==> src/rtl/prog_loader_pkg.sv <==
// Shared definitions for the program loader: FSM state encoding, frame marker,
// and state-class helpers used by the loader and its optional byte timer.
package prog_loader_pkg;

    localparam logic [7:0] SYNC_BYTE_DEF = 8'hA5;

    // 4 bits wide so it lines up with the core FSM's OutState on debug displays.
    typedef enum logic [3:0] {
        S_IDLE  = 4'd0,
        S_SYNC  = 4'd1,
        S_COUNT = 4'd2,
        S_HI    = 4'd3,
        S_LO    = 4'd4,
        S_WRITE = 4'd5,
        S_CSUM  = 4'd6,
        S_DONE  = 4'd7,
        S_ERR   = 4'd8
    } state_t;

    function automatic logic accepts_byte(input state_t s);
        return s inside {S_SYNC, S_COUNT, S_HI, S_LO, S_CSUM};
    endfunction

    // Inside a frame, waiting for the next byte; hunting for sync is not timed.
    function automatic logic is_timed(input state_t s);
        return s inside {S_COUNT, S_HI, S_LO, S_CSUM};
    endfunction

endpackage

==> src/rtl/prog_loader_if.sv <==
// Byte-stream input, instruction RAM write port and core-control status of the loader.
// slave = loader side, master = host/testbench side.
interface prog_loader_if #(
    parameter int ADDR_W = 7,
    parameter int DATA_W = 16
);
    logic              Load_Start;
    logic [7:0]        In_Data;
    logic              In_Valid;
    logic              In_Ready;
    logic [ADDR_W-1:0] Mem_Addr;
    logic [DATA_W-1:0] Mem_Data;
    logic              Mem_Wr;
    logic              CPU_Hold;
    logic              Done;
    logic              Error;
    logic [ADDR_W:0]   Word_Count;

    modport slave (
        input  Load_Start, In_Data, In_Valid,
        output In_Ready, Mem_Addr, Mem_Data, Mem_Wr, CPU_Hold, Done, Error, Word_Count
    );

    modport master (
        output Load_Start, In_Data, In_Valid,
        input  In_Ready, Mem_Addr, Mem_Data, Mem_Wr, CPU_Hold, Done, Error, Word_Count
    );
endinterface

==> src/rtl/prog_loader_byte_timer.sv <==
// Inter-byte watchdog for the loader (built only with PROG_LOADER_TIMEOUT_EN).
// Latency: expired asserts on the TIMEOUT_CYC-th consecutive idle cycle while run is high.
// Backpressure: none; clr (an accepted byte) or a drop of run restarts the count.
module byte_timer #(
    parameter int TIMEOUT_CYC = 1000
) (
    input  logic clk,
    input  logic rst_n,
    input  logic run,
    input  logic clr,
    output logic expired
);
    localparam int CW = $clog2(TIMEOUT_CYC + 1);

    logic [CW-1:0] cnt_q, cnt_d;

    assign expired = run && !clr && (cnt_q == CW'(TIMEOUT_CYC - 1));

    always_comb begin
        cnt_d = cnt_q;
        if (clr || !run || expired) begin
            cnt_d = '0;
        end else begin
            cnt_d = cnt_q + CW'(1);
        end
    end

    always_ff @(posedge clk or negedge rst_n) begin
        if (!rst_n) begin
            cnt_q <= '0;
        end else begin
            cnt_q <= cnt_d;
        end
    end
endmodule

==> src/rtl/prog_loader.sv <==
// Loads a SYNC/N/words/CSUM frame into instruction RAM, holding the core until the checksum verifies.
// Latency: Mem_Wr one cycle after the low byte; Done/CPU_Hold one cycle after CSUM. PROG_LOADER_TIMEOUT_EN adds an inter-byte timeout.
// Backpressure: In_Ready drops for one bubble per word (S_WRITE) and outside a frame.
module prog_loader
    import prog_loader_pkg::*;
#(
    parameter int         ADDR_W      = 7,
    parameter int         DATA_W      = 16,
    parameter logic [7:0] SYNC_BYTE   = SYNC_BYTE_DEF,
    parameter int         TIMEOUT_CYC = 1000
) (
    input  logic          Clk,
    input  logic          Reset_n,
    prog_loader_if.slave  bus
);
    localparam logic [ADDR_W:0] DEPTH = {1'b1, {ADDR_W{1'b0}}};

    state_t            state_q, state_d;
    logic [ADDR_W-1:0] addr_q, addr_d;
    logic [DATA_W-1:0] data_q, data_d;
    logic [ADDR_W:0]   wc_q, wc_d;
    logic [ADDR_W:0]   n_q, n_d;
    logic [7:0]        acc_q, acc_d;
    logic              hold_q, hold_d;
    logic              in_ready_q, in_ready_d;
    logic              mem_wr_q, mem_wr_d;
    logic              done_q, done_d;
    logic              error_q, error_d;
    logic              byte_ok;
    logic              timeout;

    assign byte_ok = bus.In_Valid && in_ready_q;

`ifdef PROG_LOADER_TIMEOUT_EN
    byte_timer #(.TIMEOUT_CYC(TIMEOUT_CYC)) u_byte_timer (
        .clk     (Clk),
        .rst_n   (Reset_n),
        .run     (is_timed(state_q)),
        .clr     (byte_ok),
        .expired (timeout)
    );
`else
    logic unused_timeout;
    assign unused_timeout = (TIMEOUT_CYC == 0);
    assign timeout        = 1'b0;
`endif

    always_comb begin
        state_d = state_q;
        addr_d  = addr_q;
        data_d  = data_q;
        wc_d    = wc_q;
        n_d     = n_q;
        acc_d   = acc_q;
        hold_d  = hold_q;
        unique case (state_q)
            S_IDLE, S_DONE, S_ERR: begin
                if (bus.Load_Start) begin
                    state_d = S_SYNC;
                    hold_d  = 1'b1;
                    wc_d    = '0;
                    addr_d  = '0;
                    acc_d   = '0;
                end
            end
            S_SYNC: begin
                if (byte_ok && bus.In_Data == SYNC_BYTE) state_d = S_COUNT;
            end
            S_COUNT: begin
                if (byte_ok) begin
                    n_d     = (bus.In_Data == 8'h00) ? DEPTH : (ADDR_W+1)'(bus.In_Data);
                    acc_d   = acc_q ^ bus.In_Data;
                    state_d = S_HI;
                end
            end
            S_HI: begin
                if (byte_ok) begin
                    data_d[DATA_W-1 -: 8] = bus.In_Data;
                    acc_d   = acc_q ^ bus.In_Data;
                    state_d = S_LO;
                end
            end
            S_LO: begin
                if (byte_ok) begin
                    data_d[7:0] = bus.In_Data;
                    acc_d   = acc_q ^ bus.In_Data;
                    state_d = S_WRITE;
                end
            end
            S_WRITE: begin
                // For N=128 the address wraps to 0 here, after the final write.
                addr_d  = addr_q + ADDR_W'(1);
                wc_d    = wc_q + (ADDR_W+1)'(1);
                state_d = (wc_d == n_q) ? S_CSUM : S_HI;
            end
            S_CSUM: begin
                if (byte_ok) begin
                    if (bus.In_Data == acc_q) begin
                        state_d = S_DONE;
                        hold_d  = 1'b0;
                    end else begin
                        state_d = S_ERR;
                    end
                end
            end
            default: state_d = S_IDLE;
        endcase
        if (timeout) state_d = S_ERR;
        in_ready_d = accepts_byte(state_d);
        mem_wr_d   = (state_d == S_WRITE);
        done_d     = (state_d == S_DONE);
        error_d    = (state_d == S_ERR);
    end

    always_ff @(posedge Clk or negedge Reset_n) begin
        if (!Reset_n) begin
            state_q    <= S_IDLE;
            addr_q     <= '0;
            data_q     <= '0;
            wc_q       <= '0;
            n_q        <= '0;
            acc_q      <= '0;
            hold_q     <= 1'b0;
            in_ready_q <= 1'b0;
            mem_wr_q   <= 1'b0;
            done_q     <= 1'b0;
            error_q    <= 1'b0;
        end else begin
            state_q    <= state_d;
            addr_q     <= addr_d;
            data_q     <= data_d;
            wc_q       <= wc_d;
            n_q        <= n_d;
            acc_q      <= acc_d;
            hold_q     <= hold_d;
            in_ready_q <= in_ready_d;
            mem_wr_q   <= mem_wr_d;
            done_q     <= done_d;
            error_q    <= error_d;
        end
    end

    assign bus.In_Ready   = in_ready_q;
    assign bus.Mem_Addr   = addr_q;
    assign bus.Mem_Data   = data_q;
    assign bus.Mem_Wr     = mem_wr_q;
    assign bus.CPU_Hold   = hold_q;
    assign bus.Done       = done_q;
    assign bus.Error      = error_q;
    assign bus.Word_Count = wc_q;
endmodule

==> src/flat_wrapper.sv <==
// flat-port wrapper written by rule: the top's interface ports become plain ports
module prog_loader_flat import prog_loader_pkg::*;
#(
    parameter int         ADDR_W      = 7,
    parameter int         DATA_W      = 16,
    parameter logic [7:0] SYNC_BYTE   = SYNC_BYTE_DEF,
    parameter int         TIMEOUT_CYC = 1000
)
  (Clk, Reset_n, bus_Load_Start, bus_In_Data, bus_In_Valid, bus_In_Ready, bus_Mem_Addr, bus_Mem_Data, bus_Mem_Wr, bus_CPU_Hold, bus_Done, bus_Error, bus_Word_Count);
  prog_loader_if #(.ADDR_W(ADDR_W), .DATA_W(DATA_W)) bus_i ();
  input  logic Clk;
  input  logic Reset_n;
  input wire logic [$bits(bus_i.Load_Start)-1:0] bus_Load_Start;
  input wire logic [$bits(bus_i.In_Data)-1:0] bus_In_Data;
  input wire logic [$bits(bus_i.In_Valid)-1:0] bus_In_Valid;
  output wire logic [$bits(bus_i.In_Ready)-1:0] bus_In_Ready;
  output wire logic [$bits(bus_i.Mem_Addr)-1:0] bus_Mem_Addr;
  output wire logic [$bits(bus_i.Mem_Data)-1:0] bus_Mem_Data;
  output wire logic [$bits(bus_i.Mem_Wr)-1:0] bus_Mem_Wr;
  output wire logic [$bits(bus_i.CPU_Hold)-1:0] bus_CPU_Hold;
  output wire logic [$bits(bus_i.Done)-1:0] bus_Done;
  output wire logic [$bits(bus_i.Error)-1:0] bus_Error;
  output wire logic [$bits(bus_i.Word_Count)-1:0] bus_Word_Count;
  assign bus_i.Load_Start = bus_Load_Start;
  assign bus_i.In_Data = bus_In_Data;
  assign bus_i.In_Valid = bus_In_Valid;
  assign bus_In_Ready = bus_i.In_Ready;
  assign bus_Mem_Addr = bus_i.Mem_Addr;
  assign bus_Mem_Data = bus_i.Mem_Data;
  assign bus_Mem_Wr = bus_i.Mem_Wr;
  assign bus_CPU_Hold = bus_i.CPU_Hold;
  assign bus_Done = bus_i.Done;
  assign bus_Error = bus_i.Error;
  assign bus_Word_Count = bus_i.Word_Count;
  prog_loader #(.ADDR_W(ADDR_W), .DATA_W(DATA_W), .SYNC_BYTE(SYNC_BYTE), .TIMEOUT_CYC(TIMEOUT_CYC)) u_core (.Clk(Clk), .Reset_n(Reset_n), .bus(bus_i));
endmodule
==> config.mk <==
export PLATFORM = sky130hd
export DESIGN_NAME = prog_loader_flat
export DESIGN_NICKNAME = d
export VERILOG_FILES = /design/src/rtl/prog_loader_pkg.sv /design/src/rtl/prog_loader_if.sv /design/src/rtl/prog_loader_byte_timer.sv /design/src/rtl/prog_loader.sv /design/src/flat_wrapper.sv
export SDC_FILE = /design/constraint.sdc
export NUM_CORES = 1
export LEC_CHECK = 0
export BUFFER_PORTS_ARGS = -buffer_cell sky130_fd_sc_hd__buf_2
export CORE_AREA = 2 2 97 99
export CTS_BUF_LIST = sky130_fd_sc_hd__clkbuf_4
export DETAILED_ROUTE_END_ITERATION = 16
export DIE_AREA = 0 0 99 101
export GPL_TIMING_DRIVEN = 0
export PLACE_DENSITY = 0.56
export SYNTH_ARGS = -nofsm -noshare
export SYNTH_HDL_FRONTEND = slang
export SYNTH_SLANG_ARGS = --single-unit
==> constraint.sdc <==
create_clock -name Clk -period 5.35 [get_ports Clk]
set_clock_uncertainty 0.2 [all_clocks]
set_input_delay 1.07 -clock Clk [delete_from_list [all_inputs] [get_ports Clk]]
set_output_delay 1.07 -clock Clk [all_outputs]
set_load 0.01 [all_outputs]
Word-level counts from Yosys, hierarchy flattened
Cells that the tools add are included.
W data, S select, Z words.
{"block": "totals", "inputBits": 12, "register_bits": 56, "out_inout_bits": 36, "wordCells": 74}
{"block": "classes", "bitwise_logic": 1, "add_sub_neg": 2, "eq_ne": 23, "muxes": 20, "n_reduce_logical": 16}
{"op": "$eq A4 B3 Y1 const B", "n": 8}
{"op": "$pmux W8 S2", "n": 2}
{"op": "$mux W4", "n": 7}
{"op": "$pmux W4 S7", "n": 1}
{"op": "$mux W8", "n": 3}
{"op": "$eq A4 B2 Y1 const B", "n": 4}
{"op": "$eq A8 B8 Y1", "n": 2}
{"op": "$pmux W7 S2", "n": 1}
{"op": "$add A8 B1 Y8 const B", "n": 1}
{"op": "$eq A4 B1 Y1 const B", "n": 2}
{"op": "$eq A4 B4 Y1 const B", "n": 2}
{"op": "$eq A8 B8 Y1 const B", "n": 1}
{"op": "$logic_not A8 Y1", "n": 1}
{"op": "$reduce_and A2 Y1", "n": 4}
{"op": "$xor A8 B8 Y8", "n": 1}
{"op": "$add A7 B1 Y7 const B", "n": 1}
{"op": "$mux W7", "n": 1}
{"op": "$ne A2 B1 Y1 const B", "n": 3}
{"op": "$reduce_bool A2 Y1", "n": 3}
{"op": "$reduce_or A3 Y1", "n": 2}
{"op": "$reduce_bool A5 Y1", "n": 1}
{"op": "$logic_not A4 Y1", "n": 1}
{"op": "$reduce_and A4 Y1", "n": 1}
{"op": "$mux W1", "n": 3}
{"op": "5 further kinds", "n": 6}

Logic depth before layout (Yosys ltp)
{"block": "depth", "ltp_word": 6, "ltp_mapped": 8}

Least setup slack after synthesis
Ideal clock, no wire load.
{"block": "synth_path", "path_type": "input to register", "startpoint": "in bus_In_Data[1]", "endpoint": "reg u_core.in_ready_q (netlist: u_core.bus.In_Ready)", "cell_stages": 6, "t_arrival_ps": 2453, "n_path_buf": 0, "path_slack_ps": 2570, "cell_sequence": "or4_1 > nor3_1 > nor4_1 > nor3_2 > o211ai_2 > mux2_1"}
{"block": "synth_via", "elab_chain_len": 6}
{"item": "from (decl)", "line": "flat_wrapper.sv:14", "text": "input wire logic [$bits(bus_i.In_Data)-1:0] bus_In_Data;"}
{"item": "$eq A8 B8 Y1, on equally long branches", "line": "prog_loader.sv:98, prog_loader.sv:67"}
{"item": "$mux W4 / $logic_and A1 B1 Y1 (equally long branches)", "line": "prog_loader.sv:98, prog_loader.sv:67"}
{"item": "$mux W4, on equally long branches", "line": "prog_loader.sv:97, prog_loader.sv:67"}
{"item": "$pmux W4 S7 *", "line": "prog_loader.sv:56", "text": "unique case (state_q)"}
{"item": "$eq A4 B1 Y1, or another cell as far along", "line": "prog_loader_pkg.sv:21", "text": "return s inside {S_SYNC, S_COUNT, S_HI, S_LO, S_CSUM};"}
{"item": "$reduce_bool A5 Y1 *", "line": "prog_loader_pkg.sv:21"}
{"item": "named net u_core.in_ready_d", "line": "prog_loader.sv:25", "text": "logic in_ready_q, in_ready_d;"}
{"item": "to (signal assigned)", "line": "prog_loader.sv:136", "text": "in_ready_q <= in_ready_d;"}
{"item": "to (decl)", "line": "prog_loader.sv:25"}
The timed path passes the listed nets; every way through them passes the cells marked *.
A chain may end at the register's enable or synchronous reset.

Worst setup path after layout
Ends and elaborated chain as after synthesis.

==> reports/metrics.yaml <==
clocking:
  cts.path.max_buffers: 2
  cts_hold_repair.buffers: 0
  cts_tree: "done"
  clock_sinks: 56
  clkLatencyLatePin_ns: 0.38
  postCtsSetupBuffers: 0
  clkTransAtPathRegs_ns: 0.18
  cts_root_buffer: "clkbuf_4"
  htreeDepth: 2
  cts_buffers: 5
  cts_resized: 0
sta:
  fin_crit_sh_pct: 52.2
  rsz0062_at_grt: "false"
  whs_ns: 0.292
  hold_viol: 0
  fin_crit_ns: 2.79
  relSlewSlack_pct: 50.9
  max_slew.worst_pin.slew_ns: 0.732
  fmax_mhz: 358
  slew_violations: 0
  setup_viol: 0
  tns_ns: 0
logic_synthesis:
  ys_warn_count: 0
  synth_cells: 283
  synth.avg_cell_area_um2: 10.4
  async_reset_ff_share_pct: 100
  yosysTopAreaCell: "dfrtp_1"
  syn_nets: 297
  yosys-top-cells-area: "dfrtp_1 (48%), mux2_2 (8.8%), o21ai_1 (4.4%)"
  netlist_area_um2: 2950
  ys.flop_type: "dfrtp_1"
  synth_edf_count: 0
  synth_top_area_share_pct: 47.6
  netlist_top_cells_count: "dfrtp_1 (56), o21ai_1 (26), mux2_2 (23)"
  ys_ff_latch: 56
  yosysUniqueCellTypes: 52
  yosysSeqAreaShare_pct: 47.6
  yosysMostFrequentCell: "dfrtp_1"
pwr:
  powerDensity_nw_per_um2: 407
  power.total_mw: 1.37
  internal_power_mw: 0.845
  p_switching_mw: 0.523
  pwr-share-seq_pct: 45.3
  switching_share_pct: 38.2
  comb_power_share_pct: 40.6
  peakVddDrop_mv: 0.206
  clkPwrFrac_pct: 14.1
  p_leak_nw: 1.57
setup_path:
  worstPathArrival_ns: 2.89
  crit_type: "input pin to register"
  end_kind: "register"
  required_ns: 5.44
  cp-start-kind: "input pin"
  path_max_fanout: 7
global_route:
  antenna_found_initial: 0
  use_met2_pct: 23.1
  use_met1_pct: 19.5
  grt_pass1_wl_mm: 11.5
  grtUsageMet3_pct: 2.57
  first_global_vias: 2267
  grt_use_total_pct: 14.2
  grt_overflow: 0
  grt_max_degree: 57
  grt_busiest_layer: "met2"
floorplanning:
  ios: 48
  initial_core_util_pct: 32.8
  die_y_um: 101
  core_area_um2: 8980
  rows: 35
  dieWidth_um: 99
  die_area_um2: 10000
final_layout:
  nNetsFinal: 348
  layout-drive-gt1-share_pct: 27.5
  syn_to_final_growth_pct: 14.1
  diodes: 0
detailed_routing:
  drt_iter0_markers: 80
  drcViolationCount: 0
  wl_mm: 6.64
  wl_per_cell_um: 14.9
  dr.pass1.iters: 4
  vias: 2292
  avgViaCountPerCell: 5.14
  ant_nets: 0
hold_path:
  hp-class: "register to register"
placement:
  routabilityCongestion: 0.857
  dpl.hpwl_mm: 4.63
  port_buffers: 44
outcome:
  status: "complete, no violations"
flow_run:
  drv_cap: 0
-- critical path, cell delays in order --
cell and delay, ns:
buf_2 0.16, or4_1 0.56, nor3_1 0.32, nor4_1 0.10
nor3_2 0.18, o211ai_2 0.14, mux2_1 0.33
-- registers in the layout, summed over array words and instances (netlist names) --
name                   flops
u_core.bus.Mem_Data       16
u_core.bus.Done            1
u_core.bus.In_Ready        1
u_core.bus.Error           1
u_core.bus.Mem_Addr        7
u_core.acc_q               8
u_core.bus.CPU_Hold        1
u_core.state_q             4
u_core.n_q                 8
u_core.bus.Word_Count      8
u_core.bus.Mem_Wr          1
-- cell usage in the layout, fill, tap and decap left out, drive strengths merged, types with 2 or more instances in the layout --
| master | Yosys | final |
|---|---|---|
| o21ai | 35 | 35 |
| clkinv | 0 | 2 |
| nand4 | 7 | 7 |
| or3 | 2 | 2 |
| nor2b | 5 | 5 |
| nand2 | 23 | 23 |
| and3 | 3 | 3 |
| dfrtp | 56 | 56 |
| nor2 | 13 | 13 |
| xnor2 | 11 | 11 |
| nand3b | 2 | 2 |
| a31oi | 6 | 6 |
| o31ai | 2 | 2 |
| buf | 5 | 49 |
| o2bb2ai | 7 | 7 |
| and2 | 4 | 4 |
| mux2 | 24 | 24 |
| a22o | 2 | 2 |
| a21o | 3 | 3 |
| xor2 | 8 | 8 |
| nand2b | 11 | 11 |
| a21oi | 9 | 9 |
| clkbuf | 9 | 14 |
| nand3 | 8 | 8 |
| nor3 | 7 | 7 |
| or4 | 2 | 2 |
| nor4 | 2 | 2 |
| a32o | 2 | 2 |
| ha | 2 | 2 |
| inv | 2 | 3 |
-- path summary, 6_finish.rpt --
path / start / endpoint / cells after the start / slack (ns)
setup / recovery: bus_In_Data[1] / u_core.bus.In_Ready$_DFF_PN0_ / 7 / 2.56
hold / removal: u_core.bus.Mem_Addr[6]$_DFFE_PN0P_ / u_core.bus.Mem_Addr[6]$_DFFE_PN0P_ / 1 / 0.29
setup reg to reg: u_core.bus.Word_Count[0]$_DFFE_PN0P_ / u_core.state_q[0]$_DFF_PN0_ / 8 / 2.71
hold reg to reg: u_core.bus.Mem_Addr[6]$_DFFE_PN0P_ / u_core.bus.Mem_Addr[6]$_DFFE_PN0P_ / 1 / 0.29
max in group asynchronous: Reset_n / u_core.bus.Mem_Addr[6]$_DFFE_PN0P_ / 1 / 3.96
min in group asynchronous: Reset_n / u_core.acc_q[3]$_DFFE_PN0P_ / 1 / 0.51
-- kinds of logic (layout without fill, tap and decap cells) --
group	after synthesis	in the layout	synth area share, %
AOI/OAI and AO/OA	71	71	15.5
xor gates and xnor gates	19	19	5.90
buffers and inverters	16	68	3.27
adders and majority gates	2	2	0.849
muxes	25	25	9.52
DFF	56	56	47.6
and+or+nand+nor	94	94	17.4
-- power by group through the flow --
stage	clock (mW)	combinational [mW]	sequential (mW)
3_5_place_dp	0	0.559	0.626
5_1_grt	0.221	0.622	0.638
2_1_floorplan	0	0.388	0.637
6_report	0.193	0.556	0.619
4_1_cts	0.205	0.560	0.620
3_3_place_gp	0	0.553	0.623
-- layer usage --
metal  part of all wire (%)  vias to the layer above
met5                      0                        -
met4                   0.57                        0
met3                    3.9                        5
met2                     47                       48
met1                     48                     1117
li1                       -                     1122
-- through the flow --
stage               utilization, %  worst slack (ns)  std cells  area [um2]
finish                        37.4              2.56        446        3360
global route                  37.4              2.46        446        3360
CTS                           37.4              2.61        446        3360
detailed placement            36.8              2.18        438        3300
global placement              36.8              2.18        438        3300
floorplan                        -              2.57        283        2950
-- cell type report --
cell class | count | area [um2]
clock inverters | 3 | 17.5
multi-input cells | 211 | 1450
flip-flops and latches | 56 | 1400
clock buffers | 5 | 37.5
well taps | 111 | 139
fillers | 901 | 5620
repair buffers | 44 | 223
plain buffers | 14 | 88.8
inverters | 2 | 7.51
Note: power is estimated with default switching activity, not from simulation.
